==> src/rtl/fp_mul_pipe.sv <==
// Three-stage floating-point multiplier: unpack/multiply, normalise, round/pack.
// Define FMUL_FLAGS_EN to add the out_flags port {invalid, overflow, underflow, inexact}.
module fp_mul_pipe #(
    parameter int EXP_W = 8,
    parameter int MAN_W = 23
) (
    input  logic                 clk,
    input  logic                 rstn,
    input  logic                 in_valid,
    output logic                 in_ready,
    input  logic [EXP_W+MAN_W:0] in_a,
    input  logic [EXP_W+MAN_W:0] in_b,
    output logic                 out_valid,
    input  logic                 out_ready,
    output logic [EXP_W+MAN_W:0] out_p
`ifdef FMUL_FLAGS_EN
    ,
    output logic [3:0]           out_flags
`endif
);

    localparam int W  = 1 + EXP_W + MAN_W;
    localparam int PW = 2 * (MAN_W + 1);
    localparam int EW = EXP_W + 2;
    localparam logic [EW-1:0] BIAS = EW'((1 << (EXP_W - 1)) - 1);
    localparam logic [EW-1:0] EMAX = EW'((1 << EXP_W) - 1);

    logic advance;
    assign advance  = !out_valid || out_ready;
    assign in_ready = advance;

    logic [EXP_W-1:0] ea, eb;
    logic [MAN_W-1:0] fa, fb;
    logic a_zero, b_zero, a_inf, b_inf, a_nan, b_nan;
    logic c_nan, c_inf, c_zero;
    logic [EW-1:0] esum;
    logic [PW-1:0] prod;

    assign ea = in_a[W-2:MAN_W];
    assign eb = in_b[W-2:MAN_W];
    assign fa = in_a[MAN_W-1:0];
    assign fb = in_b[MAN_W-1:0];

    // exp==0 covers both true zero and flushed subnormals
    assign a_zero = (ea == '0);
    assign b_zero = (eb == '0);
    assign a_inf  = (&ea) && (fa == '0);
    assign b_inf  = (&eb) && (fb == '0);
    assign a_nan  = (&ea) && (|fa);
    assign b_nan  = (&eb) && (|fb);

    assign c_nan  = a_nan | b_nan | (a_inf & b_zero) | (b_inf & a_zero);
    assign c_inf  = (a_inf | b_inf) & !c_nan;
    assign c_zero = (a_zero | b_zero) & !c_nan;
    assign esum   = EW'(ea) + EW'(eb) - BIAS;
    assign prod   = PW'({1'b1, fa}) * PW'({1'b1, fb});

    logic          s1_valid, s1_sign, s1_nan, s1_inf, s1_zero;
    logic [EW-1:0] s1_exp;
    logic [PW-1:0] s1_prod;

    always_ff @(posedge clk or negedge rstn) begin
        if (!rstn) begin
            s1_valid <= 1'b0;
            s1_sign  <= 1'b0;
            s1_nan   <= 1'b0;
            s1_inf   <= 1'b0;
            s1_zero  <= 1'b0;
            s1_exp   <= '0;
            s1_prod  <= '0;
        end else if (advance) begin
            s1_valid <= in_valid;
            s1_sign  <= in_a[W-1] ^ in_b[W-1];
            s1_nan   <= c_nan;
            s1_inf   <= c_inf;
            s1_zero  <= c_zero;
            s1_exp   <= esum;
            s1_prod  <= prod;
        end
    end

    // product in [1,4): a set MSB means one extra right shift
    logic             hi;
    logic [MAN_W-1:0] n_frac;
    logic             n_guard, n_round, n_sticky;
    logic [EW-1:0]    n_exp;

    assign hi       = s1_prod[PW-1];
    assign n_frac   = hi ? s1_prod[PW-2:MAN_W+1] : s1_prod[PW-3:MAN_W];
    assign n_guard  = hi ? s1_prod[MAN_W]        : s1_prod[MAN_W-1];
    assign n_round  = hi ? s1_prod[MAN_W-1]      : s1_prod[MAN_W-2];
    assign n_sticky = hi ? |s1_prod[MAN_W-2:0]   : |s1_prod[MAN_W-3:0];
    assign n_exp    = s1_exp + EW'(hi);

    logic             s2_valid, s2_sign, s2_nan, s2_inf, s2_zero;
    logic [EW-1:0]    s2_exp;
    logic [MAN_W-1:0] s2_frac;
    logic             s2_guard, s2_round, s2_sticky;

    always_ff @(posedge clk or negedge rstn) begin
        if (!rstn) begin
            s2_valid  <= 1'b0;
            s2_sign   <= 1'b0;
            s2_nan    <= 1'b0;
            s2_inf    <= 1'b0;
            s2_zero   <= 1'b0;
            s2_exp    <= '0;
            s2_frac   <= '0;
            s2_guard  <= 1'b0;
            s2_round  <= 1'b0;
            s2_sticky <= 1'b0;
        end else if (advance) begin
            s2_valid  <= s1_valid;
            s2_sign   <= s1_sign;
            s2_nan    <= s1_nan;
            s2_inf    <= s1_inf;
            s2_zero   <= s1_zero;
            s2_exp    <= n_exp;
            s2_frac   <= n_frac;
            s2_guard  <= n_guard;
            s2_round  <= n_round;
            s2_sticky <= n_sticky;
        end
    end

    logic             rnd_up, carry, ovf, unf, lost;
    logic [MAN_W-1:0] r_frac;
    logic [EW-1:0]    r_exp;
    logic [W-1:0]     res;

    assign rnd_up          = s2_guard & (s2_round | s2_sticky | s2_frac[0]);
    assign {carry, r_frac} = {1'b0, s2_frac} + (MAN_W + 1)'(rnd_up);
    assign r_exp           = s2_exp + EW'(carry);
    assign ovf             = !r_exp[EW-1] && (r_exp >= EMAX);
    assign unf             = r_exp[EW-1] || (r_exp == '0);
    assign lost            = s2_guard | s2_round | s2_sticky;

    always_comb begin
        res = {s2_sign, r_exp[EXP_W-1:0], r_frac};
        if (s2_nan)
            res = {1'b0, {EXP_W{1'b1}}, 1'b1, {(MAN_W-1){1'b0}}};
        else if (s2_inf || (!s2_zero && ovf))
            res = {s2_sign, {EXP_W{1'b1}}, {MAN_W{1'b0}}};
        else if (s2_zero || unf)
            res = {s2_sign, {(W-1){1'b0}}};
    end

    always_ff @(posedge clk or negedge rstn) begin
        if (!rstn) begin
            out_valid <= 1'b0;
            out_p     <= '0;
        end else if (advance) begin
            out_valid <= s2_valid;
            out_p     <= res;
        end
    end

`ifdef FMUL_FLAGS_EN
    logic c_flush, s1_flush, s2_flush, normal;
    logic [3:0] flags;

    assign c_flush = ((ea == '0) && (|fa)) || ((eb == '0) && (|fb));
    assign normal  = !s2_nan && !s2_inf && !s2_zero;

    // a flushed subnormal only matters when the result is a plain zero
    always_comb begin
        flags    = '0;
        flags[3] = s2_nan;
        flags[2] = normal & ovf;
        flags[1] = (normal & unf) | (s2_zero & s2_flush);
        flags[0] = (normal & (lost | ovf | unf)) | (s2_zero & s2_flush);
    end

    always_ff @(posedge clk or negedge rstn) begin
        if (!rstn) begin
            s1_flush  <= 1'b0;
            s2_flush  <= 1'b0;
            out_flags <= '0;
        end else if (advance) begin
            s1_flush  <= c_flush;
            s2_flush  <= s1_flush;
            out_flags <= flags;
        end
    end
`endif

endmodule

==> config.mk <==
export PLATFORM = sky130hd
export DESIGN_NAME = fp_mul_pipe
export DESIGN_NICKNAME = d
export VERILOG_FILES = /design/src/rtl/fp_mul_pipe.sv
export SDC_FILE = /design/constraint.sdc
export NUM_CORES = 2
export LEC_CHECK = 0
export BUFFER_PORTS_ARGS = -buffer_cell sky130_fd_sc_hd__buf_2
export CAP_MARGIN = 20
export CORE_UTILIZATION = 50
export CTS_CLUSTER_SIZE = 16
export DETAILED_ROUTE_END_ITERATION = 6
export PLACE_DENSITY = 0.67
export SLEW_MARGIN = 30
export SYNTH_ARGS = -nofsm -noshare
export SYNTH_HDL_FRONTEND = slang
export SYNTH_SLANG_ARGS = --single-unit
==> constraint.sdc <==
create_clock -name clk -period 6.21 [get_ports clk]
set_input_delay 0.3105 -clock clk [delete_from_list [all_inputs] [get_ports clk]]
set_output_delay 0.3105 -clock clk [all_outputs]
set_load 0.1 [all_outputs]
======== After elaboration in Yosys (flattened, before gate mapping) ========
Cells that the tools add are included.
word-level totals
  register bits after elaboration ......... 137
  input bits .............................. 68
  output and inout port bits .............. 34
  word-level logic and storage cells ...... 71
operators by class
  add/sub/neg operators ................... 5
  $mul .................................... 1
  order comparisons ....................... 1
  muxes and demuxes ....................... 7
  bitwise logic cells ..................... 13
  reductions and logical operators ........ 25
operators by type and width
  operator                                                                              number
  31-bit 2-to-1 mux                                                                     2
  24-bit by 24-bit multiplier with 48-bit output                                        1
  23-bit zero test                                                                      2
  23-bit OR reduction                                                                   2
  32-bit 2-to-1 mux                                                                     1
  23-bit by 1-bit adder with 24-bit output                                              1
  23-bit 2-to-1 mux                                                                     1
  22-bit OR reduction                                                                   1
  21-bit OR reduction                                                                   1
  10-bit by 1-bit adder with 10-bit output                                              2
  8-bit zero test                                                                       2
  8-bit AND reduction                                                                   2
  10-bit by 8-bit greater-or-equal comparator with 1-bit output, second input constant  1
  10-bit zero test                                                                      1
  9-bit by 7-bit subtractor with 10-bit output, second input constant                   1
  8-bit by 8-bit adder with 9-bit output                                                1
  1-bit OR                                                                              7
  1-bit logical AND                                                                     6
  1-bit bitwise AND                                                                     5
  1-bit zero test                                                                       4
  1-bit logical OR                                                                      4
  1-bit 2-to-1 mux                                                                      3
  1-bit bitwise XOR                                                                     1

======== Longest topological paths before layout ========
  word-level depth ........................ 11
  gate-level depth with buffers ........... 27
  gate-level depth less buffers ........... 25

======== Least setup slack after synthesis ========
No wires, ideal clock.
  path type ............................... input to register
  start ................................... in in_b[3]
  end ..................................... reg s1_prod[39]
  setup time .............................. 0.137 ns
  data arrival time ....................... 6.296 ns
  required time ........................... 6.073 ns
  slack ................................... -0.223 ns
  stages .................................. 26
  buffers on the path ..................... 1
  path through ............................ clkbuf_1 nand2_1 fa_1 inv_1 fa_1 inv_1 fa_1 inv_1 fa_1 inv_1 fa_1 inv_1 fa_1 inv_1 fa_1 inv_1 ha_1 a21oi_1 o21ai_0 a31o_2 a31o_2 a31o_2 nor2_1 o211ai_1 xnor2_1 a21oi_1
on the way
  cells in the longest elaborated chain, start to end .. 1
ends and longest elaborated chain
  what                                            line  text
  start: declaration                              12    input logic [EXP_W+MAN_W:0] in_b,
  24-bit by 24-bit multiplier with 48-bit output  56    assign prod = PW'({1'b1, fa}) * PW'({1'b1, fb});
  end signal: assignment                          78    s1_prod <= prod;
  end: declaration                                60    logic [PW-1:0] s1_prod;
Every way passes these cells.
A chain may end at the register's enable or synchronous reset.

======== Worst setup path after layout ========
  start ................................... in in_a[8]
  end ..................................... reg s1_prod[40]
on the way
  cells in the longest elaborated chain, start to end .. 1
ends and longest elaborated chain
  what                                            line  text
  start: declaration                              11    input logic [EXP_W+MAN_W:0] in_a,
  24-bit by 24-bit multiplier with 48-bit output  56
Every way passes these cells.

==> out/metrics.yaml <==
clock_tree:
  clkSinkCount: 137
  clkTransAtPathRegs_ns: 0.06
  numCtsBuffers: 17
  worstSkewPairLatency_ns: 0.42
  clock_path_buffers: 2
  htreeDepth: 4
  cts_tree: "done"
  cts_root_buf: "clkbuf_16"
placement:
  post-dp-hpwl_um: 58300
  port_buffers: 101
  place.gp.congestion: 0.950
  dp_slack_ns: -0.788
  dp.cells: 3708
die:
  chipWidth_um: 226
  start_util_pct: 51.1
  core_area_mm2: 0.0493
  fp.dieArea_mm2: 0.0512
  ios: 102
  die_y_um: 226
  rows: 81
timing:
  period_minus_slack_ns: 6.35
  maxSlewViolCount: 0
  rsz0062_at_grt: "true"
  setup_violations: 8
  hold-worst-slack_ns: 0.107
  slew-limit-headroom_pct: 50.5
  fmax_ghz: 0.158
  period_share_pct: 102
  tightest_slew_ns: 0.742
  finalHoldViolCount: 0
  fin_ws_ns: -0.139
  skew_ns: 0.0113
status:
  outcome: "complete, but fails checks"
  violations: "negative setup slack"
critical_path:
  r2r_slack_ns: 1.53
  worst-path-max-fanout: 6
  worst_path_most_repeated_cell: "fa_1"
  crit_buf_inv: 10
  max_stage_delay_ns: 0.59
  required_ns: 6.48
  cp_slowest_cell: "fa_1"
  cp-end-kind: "register"
  cp_data_arrival_time_ns: 6.62
  crit_type: "input pin to register"
  startpoint_type: "input pin"
  critPathTopFamily: "adder cells"
global_route:
  grt_max_degree: 103
  grt_pass1_vias: 21100
  antenna_found_initial: 1
  grt_first_pass_wirelength_um: 111000
  grt_util_all_layers_pct: 27.9
  overflow: 0
logic_synthesis:
  synth_area_leaders: "fa_1 38%, dfrtp_1 14%, ha_1 9.6%"
  ys_warn_count: 0
  syn_avg_cell_area_um2: 8.93
  synthesis.nets: 3563
  synth_cell_types: 59
  synth_seq_cells: 137
  synth_edf_count: 0
  synth_top_area_share_pct: 38.4
  netlist_area_mm2: 0.0252
  synth-async-reset-ratio_pct: 100
  synth_top_flop_cell: "dfrtp_1"
  synth_cells: 2819
  yosysSeqAreaShare_pct: 13.6
  synth_area_leader_cell: "fa_1"
min_path:
  hold_class: "input pin to register"
layout:
  layout_commonest_cell: "inv_1"
  drive_above_1_share_pct: 15.6
  stdcell_count: 3754
  areaGrowthSynthToFinish_pct: 16.5
  nets: 3820
  layout_common_cells: "570 x inv_1, 477 x fa_1, 425 x nand2_1"
detailed_routing:
  routed_wl_um: 68600
  firstDrtPassIters: 5
  drt_iter0_drc: 1368
  ant_nets: 0
  routed-via-count: 19700
  via_per_inst: 5.25
  drc: 0
  wire_per_inst_um: 18.3
job:
  cap_viol_max_count: 0
## worst reg2reg max path, cell delays in order, from the launching register on
cell     delay (ns)
dfrtp_1        0.38
and2_1         0.17
nand3_1        0.18
nor3_1         0.64
and3_1         0.34
and3_1         0.21
and3_1         0.17
ha_1           0.21
ha_1           0.26
nand3_1        0.11
xnor2_1        0.22
nor4_1         0.08
and3_1         0.18
a41oi_1        0.44
nand3_1        0.62
o21ai_0        0.37
## stage by stage
step	util, %	cell area (um^2)	TNS, ns
6_report	59.6	29300	-0.543
5_1_grt	59.6	29300	-3.12
4_1_cts	58.9	29000	-0.352
3_5_place_dp	57.2	28200	-15.64
3_3_place_gp	57.2	28200	-11.84
2_1_floorplan	-	25300	0
## final timing paths
path / startpoint / end / cells after the start
hold / removal: in_valid / s1_valid$_DFFE_PN0P_ / 3
min in group asynchronous: rstn / out_p[27]$_DFFE_PN0P_ / 2
setup / recovery: in_a[8] / s1_prod[40]$_DFFE_PN0P_ / 28
setup reg to reg: s2_guard$_DFFE_PN0P_ / out_p[17]$_DFFE_PN0P_ / 15
max in group asynchronous: rstn / s1_prod[6]$_DFFE_PN0P_ / 3
hold reg to reg: s1_prod[3]$_DFFE_PN0P_ / s1_prod[3]$_DFFE_PN0P_ / 2
## logic make-up (layout without fill, tap and decap cells)
logic type                 after synthesis  after routing  synth area share, %
muxes                                   28             28                 1.11
adders and majority gates              676            676                 48.0
xor gates and xnor gates                83             83                 2.89
buffers and inverters                  717            987                 10.8
and+or+nand+nor                        908            908                 17.0
AOI/OAI and AO/OA                      270            270                 6.62
DFF                                    137            137                 13.6
other                                    0              1                    0
## registers in the layout (all words and copies together), names as in the netlist, 10 cells and up
name and flops:
s1_prod 48, out_p 32, s2_frac 23, s1_exp 10, s2_exp 10
## Yosys cell counts, types with 2 or more instances
cell type    n
a2111oi_0    3
a211o_1      3
a211oi_1     3
a21o_1      21
a21o_2       2
a21oi_1     76
a21oi_2      2
a31o_2       3
a31oi_1      8
and2_1     242
and3_1      13
and4_1       2
buf_1        3
buf_2        5
buf_6        2
clkbuf_1   120
clkbuf_2     2
clkinv_1     3
dfrtp_1    137
fa_1       483
ha_1       193
inv_1      582
mux2i_1     28
nand2_1    429
nand2b_1     7
nand3_1     26
nand3b_1     3
nand4_1     22
nor2_1     122
nor2b_1      4
nor3_1      13
nor4_1      15
o2111a_1     3
o211ai_1     7
o21a_1      13
o21ai_0     90
o21ai_1      4
o21bai_1     7
o22a_1       6
o31ai_1      5
or3_1        3
or4_1        6
xnor2_1     44
xor2_1      39
## per-layer routing
layer / global-route usage [%] / up-vias / share of wire [%]
met4: 8.48 / 0 / 3.1
met3: 2.99 / 103 / 6.2
met2: 45.6 / 622 / 47
met1: 39.3 / 9964 / 44
met5: 0 / - / 0
li1: - / 9038 / -
## layout make-up
type / instances / area (um^2)
inverters: 585 / 2210
clock buffers: 17 / 425
clock inverters: 15 / 170
fillers: 4320 / 19900
flip-flops and latches: 137 / 3430
multi-input cells: 1965 / 19400
repair buffers: 370 / 2860
diodes: 1 / 2.50
well taps: 664 / 831
## timing repair
item	CTS	global route
cloned	0	0
gates resized for setup	52	74
endpoints found under the setup margin	19	23
pin swaps	24	53
hold buffers	1	0
hold endpoints to repair	63	0
setup buffers	8	6
Power is left out: the tool's default activity adds up to more than one toggle a clock period on the data nets, which glitch-free logic cannot reach.
